$ cat config.mk
export PLATFORM = sky130hd
export DESIGN_NAME = vend_dispense_sequencer
export DESIGN_NICKNAME = d
export VERILOG_FILES = /design/src/rtl/vend_dispense_sequencer.sv
export SDC_FILE = /design/constraint.sdc
export NUM_CORES = 1
export LEC_CHECK = 0
export BUFFER_PORTS_ARGS = -buffer_cell sky130_fd_sc_hd__buf_2
export CAP_MARGIN = 40
export CORE_ASPECT_RATIO = 1.4
export CORE_UTILIZATION = 45
export CTS_CLUSTER_SIZE = 12
export DETAILED_ROUTE_END_ITERATION = 6
export PLACE_DENSITY = 0.76
export REMOVE_ABC_BUFFERS = 1
export SLEW_MARGIN = 20
export SYNTH_ARGS = -nofsm -noshare
export SYNTH_HDL_FRONTEND = slang
export SYNTH_SLANG_ARGS = --single-unit
$ cat constraint.sdc
create_clock -name clk -period 3.6 [get_ports clk]
set_clock_uncertainty 0.05 [all_clocks]
set_input_delay 0.36 -clock clk [delete_from_list [all_inputs] [get_ports clk]]
set_output_delay 0.36 -clock clk [all_outputs]
set_load 0.05 [all_outputs]
$ cat src/rtl/vend_dispense_sequencer.sv
// Dispense sequencer: runs the product motor for a latched slot, then pays change greedily
// (quarters, dimes, nickels) through a single coin hopper, with timeout fault detection.
module vend_dispense_sequencer #(
   parameter int unsigned TIMEOUT   = 1000,
   parameter int unsigned EJECT_GAP = 4
) (
   input  logic       clk,
   input  logic       reset,
   input  logic       dispenser_go,
   input  logic [8:0] vend,
   input  logic [9:0] change,
   input  logic       motor_done,
   input  logic       hopper_ack,
   output logic       motor_en,
   output logic [8:0] motor_slot,
   output logic [2:0] coin_eject,
   output logic       dispenser_done_signal,
   output logic       busy,
   output logic [9:0] residue,
   output logic       fault
);

   localparam int unsigned TmrW = $clog2(TIMEOUT) + 1;
   localparam int unsigned GapW = $clog2(EJECT_GAP) + 1;
   localparam logic [TmrW-1:0] TmrLast = TmrW'(TIMEOUT - 1);
   localparam logic [GapW-1:0] GapLast = GapW'(EJECT_GAP - 1);

   localparam logic [2:0] CoinQuarter = 3'b100;
   localparam logic [2:0] CoinDime    = 3'b010;
   localparam logic [2:0] CoinNickel  = 3'b001;

   typedef enum logic [2:0] {StIdle, StMotor, StPay, StEject, StGap, StDone} state_e;

   state_e          state_q, state_d;
   logic            go_q;
   logic            start;
   logic [8:0]      slot_q, slot_d;
   logic [9:0]      rem_q, rem_d;
   logic [2:0]      coin_q, coin_d;
   logic [TmrW-1:0] tmr_q, tmr_d;
   logic [GapW-1:0] gap_q, gap_d;
   logic [9:0]      residue_q, residue_d;
   logic            fault_q, fault_d;
   logic [9:0]      coin_val;

   assign start = dispenser_go & ~go_q;

   always_comb begin
      if (coin_q[2]) begin
         coin_val = 10'd25;
      end else if (coin_q[1]) begin
         coin_val = 10'd10;
      end else begin
         coin_val = 10'd5;
      end
   end

   always_ff @(posedge clk or posedge reset) begin
      if (reset) begin
         state_q <= StIdle;
      end else begin
         state_q <= state_d;
      end
   end

   always_ff @(posedge clk or posedge reset) begin
      if (reset) begin
         go_q      <= 1'b0;
         slot_q    <= '0;
         rem_q     <= '0;
         coin_q    <= '0;
         tmr_q     <= '0;
         gap_q     <= '0;
         residue_q <= '0;
         fault_q   <= 1'b0;
      end else begin
         go_q      <= dispenser_go;
         slot_q    <= slot_d;
         rem_q     <= rem_d;
         coin_q    <= coin_d;
         tmr_q     <= tmr_d;
         gap_q     <= gap_d;
         residue_q <= residue_d;
         fault_q   <= fault_d;
      end
   end

   always_comb begin
      state_d   = state_q;
      slot_d    = slot_q;
      rem_d     = rem_q;
      coin_d    = coin_q;
      residue_d = residue_q;
      fault_d   = fault_q;
      unique case (state_q)
         StIdle: begin
            if (start) begin
               slot_d    = vend;
               rem_d     = change;
               fault_d   = 1'b0;
               residue_d = '0;
               state_d   = (vend != 9'd0) ? StMotor : StPay;
            end
         end
         StMotor: begin
            if (motor_done) begin
               state_d = StPay;
            end else if (tmr_q == TmrLast) begin
               fault_d = 1'b1;
               state_d = StPay;
            end
         end
         StPay: begin
            if (rem_q >= 10'd25) begin
               coin_d  = CoinQuarter;
               state_d = StEject;
            end else if (rem_q >= 10'd10) begin
               coin_d  = CoinDime;
               state_d = StEject;
            end else if (rem_q >= 10'd5) begin
               coin_d  = CoinNickel;
               state_d = StEject;
            end else begin
               residue_d = rem_q;
               state_d   = StDone;
            end
         end
         StEject: begin
            if (hopper_ack) begin
               rem_d   = rem_q - coin_val;
               state_d = StGap;
            end else if (tmr_q == TmrLast) begin
               // Unacknowledged coin stays in the unpaid amount.
               fault_d   = 1'b1;
               residue_d = rem_q;
               state_d   = StDone;
            end
         end
         StGap: begin
            if (gap_q == GapLast) begin
               state_d = StPay;
            end
         end
         StDone: begin
            if (!dispenser_go) begin
               state_d = StIdle;
            end
         end
         default: state_d = StIdle;
      endcase
   end

   // Counters only advance while dwelling in their state, so they restart on every entry.
   always_comb begin
      tmr_d = '0;
      gap_d = '0;
      if ((state_q == StMotor || state_q == StEject) && state_d == state_q) begin
         tmr_d = tmr_q + 1'b1;
      end
      if (state_q == StGap && state_d == StGap) begin
         gap_d = gap_q + 1'b1;
      end
   end

   always_comb begin
      motor_en              = (state_q == StMotor);
      motor_slot            = (state_q == StMotor) ? slot_q : 9'd0;
      coin_eject            = (state_q == StEject) ? coin_q : 3'd0;
      dispenser_done_signal = (state_q == StDone);
      busy                  = (state_q != StIdle);
      residue               = residue_q;
      fault                 = fault_q;
   end

endmodule

==> results.yml <==
critical_path:
  required_ps: 3190
  crit_type: "flop to output pin"
  arrival_ps: 2090
  worstPathMaxFanout: 22
  endpoint_kind: "output pin"
  critPathLaunchType: "flop"
floorplanning:
  dieWidth_um: 69.1
  die-area_sq_um: 6620
  start_util: 0.477
  rows: 33
  die_y_um: 95.9
  num_io_pins: 50
  coreArea_sq_um: 5950
power:
  combPwrFrac: 0.505
  leakage_uw: 0.00162
  p_int_uw: 1480
  power.switching_uw: 1320
  p_per_area_nw_per_um2: 856
  netSwitchingFraction: 0.471
  seqPwrFrac: 0.347
  power.share.clock: 0.148
  ir_worst_vdd_uv: 477
clocking:
  ctsHtreeMaxLevel: 2
  cts_buffers: 5
  clockBufferDepth: 2
  root_buffer: "clkbuf_8"
  postCtsSetupRepairBufs: 0
  cts_resized: 0
  clkLatencyLatePin_ps: 310
  cts_sinks: 51
  cts_tree: "yes"
  path_clk_slew_ps: 100
  cts_hold_buf: 0
route:
  ant_nets: 0
  routed_wl_mm: 6.22
  drt-initial-drc-count: 125
  vias: 2404
  drc: 0
  vias_per_cell: 5.46
  drt_pre_antenna_iters: 4
  wl_per_cell_um: 14.1
placement:
  port_buffers: 49
  place_area_sq_um: 3150
  place_congestion: 0.834
  place_ws_ps: 1360
  dp_cells: 432
  dpl.hpwl_mm: 4.67
sta:
  holdWs_ps: -22.5
  worst_pin_slew_ps: 591
  period_minus_slack_ps: 2500
  slew_viol_final: 0
  setup_violations: 0
  post-route-period-util: 0.694
  setup-tns-final_ps: 0
  fin_ws_ps: 1100
  fmax_ghz: 0.400
  slew_headroom: 0.606
  rsz0062_at_grt: "false"
  finalHoldViolCount: 18
final_layout:
  diodes: 0
  fin_area_sq_um: 3270
  area_growth_pct: 15.4
  instances_no_fill: 440
  fin_nets: 402
  layout-drive-gt1-share: 0.192
global_routing:
  antenna_found_initial: 0
  grt_pass1_vias: 2278
  grt-ovfl-total: 0
  grt_pass1_wl_mm: 10.6
  grt_usage: 0.201
  grt_max_degree: 34
yosys:
  async_flop_share: 1.00
  synth-seq-area-share: 0.450
  syn_area_sq_um: 2830
  yosys_warnings: 0
  synth-seq-cells: 51
  syn_area_per_cell_sq_um: 8.77
  synth_edf_count: 0
  syn_inst: 323
  synth_flop_cell: "dfrtp_1"
  synth_cell_types: 51
outcome:
  status: "complete, but fails checks"
  violations: "hold timing"
run:
  max-cap-violations: 0
worst_hold_path:
  hp-class: "input port to async pin"
synth_stat cells (2+ instances only):
cell | count | area, sq um
clkbuf_1 | 9 | 33.8
nand3_1 | 7 | 35.0
nor2b_1 | 6 | 37.5
dfrtp_1 | 51 | 1280
xnor2_1 | 7 | 61.3
a211oi_1 | 3 | 22.5
nor3b_1 | 2 | 15.0
or3_1 | 4 | 25.0
nand2_1 | 53 | 199
a22o_1 | 4 | 35.0
a41o_1 | 2 | 20.0
o21ai_0 | 6 | 30.0
and2_1 | 10 | 62.6
xor2_1 | 3 | 26.3
nor2_1 | 42 | 158
nand4b_1 | 2 | 17.5
nor3_1 | 9 | 45.0
buf_2 | 4 | 20.0
ha_1 | 8 | 100
nand2b_1 | 5 | 31.3
inv_1 | 20 | 75.1
nor4_1 | 2 | 12.5
o2111ai_1 | 2 | 17.5
mux2i_1 | 11 | 110
o22ai_1 | 3 | 18.8
and3_1 | 3 | 18.8
a21oi_1 | 18 | 90.1
or2_2 | 4 | 25.0
power by group through the flow:
stage	clock (uW)	combinational [uW]	sequential, uW
2_1_floorplan	0	976	1050
3_3_place_gp	0	1390	972
3_5_place_dp	0	1420	982
4_1_cts	421	1420	971
5_1_grt	445	1580	1000
6_report	414	1410	972
flip-flops by register name, indices dropped and copies added, names as in the netlist:
register  cells
tmr_q        11
rem_q        10
residue      10
slot_q        9
coin_q        3
gap_q         3
state_q       3
fault         1
go_q          1
cell families (layout without fill, tap and decap cells):
family                     after synthesis  after routing  share of synthesized area
and+or+nand+nor                        159            159                      0.275
adders and majority gates                9              9                     0.0424
xor gates and xnor gates                10             10                     0.0309
DFF                                     51             51                      0.450
muxes                                   12             12                     0.0428
AOI/OAI and AO/OA                       47             47                      0.109
buffers and inverters                   35             82                     0.0494
worst paths after layout:
check | startpoint | end | slack, ps | depth (start not counted)
max in group asynchronous | reset | gap_q[1] | 2990 | 3
min reg2reg | gap_q[0] | gap_q[0] | 390 | 1
max | state_q[0] | coin_eject[0] | 1100 | 3
min | reset | residue[4] | -20 | 2
min in group clk | dispenser_go | go_q | 170 | 1
max reg2reg | state_q[0] | rem_q[9] | 1330 | 6
final cells by class:
type                    instances  area (sq um)
clock buffers                   6          82.6
clock inverters                 2          35.0
fillers                       565          2680
inverters                      20          75.1
multi-input cells             237          1420
flip-flops and latches         51          1280
well taps                      70          87.6
repair buffers                 54           295
through the flow:
step | total power (uW) | utilization
2_1_floorplan | 2020 | -
3_3_place_gp | 2360 | 0.527
3_5_place_dp | 2400 | 0.530
4_1_cts | 2820 | 0.550
5_1_grt | 3030 | 0.550
6_report | 2800 | 0.550
cells in the final DEF, fill, tap and decap left out, types with 2 or more instances in the layout:
master     instances
or3_1              4
mux2i_1           11
a21oi_1           18
nor2_1            42
dfrtp_1           51
nand2_1           53
xor2_1             3
o21ai_0            6
nor3_1             9
and3_1             3
nor3b_1            2
nor4_1             2
nand3_1            7
xnor2_1            7
a41o_1             2
inv_1             19
ha_1               8
o22ai_1            3
a22o_1             4
clkbuf_8           6
a211oi_1           3
nor2b_1            6
nand2b_1           5
buf_2             49
or2_2              4
buf_4              4
nand4b_1           2
and2_1            10
o2111ai_1          2
worst max-delay path, cell delays in order, from the launching register on:
cell and delay [ps]:
dfrtp_1 730, nand2_1 520, nor2_1 240, buf_2 290
metal layers:
layer	track usage	up-vias	wire [um]
met5	0	-	0
met4	0.0969	0	172
met3	0.0293	14	175
met2	0.350	51	3260
met1	0.246	1158	2610
li1	-	1181	-
(Power assumes the default switching activity.)
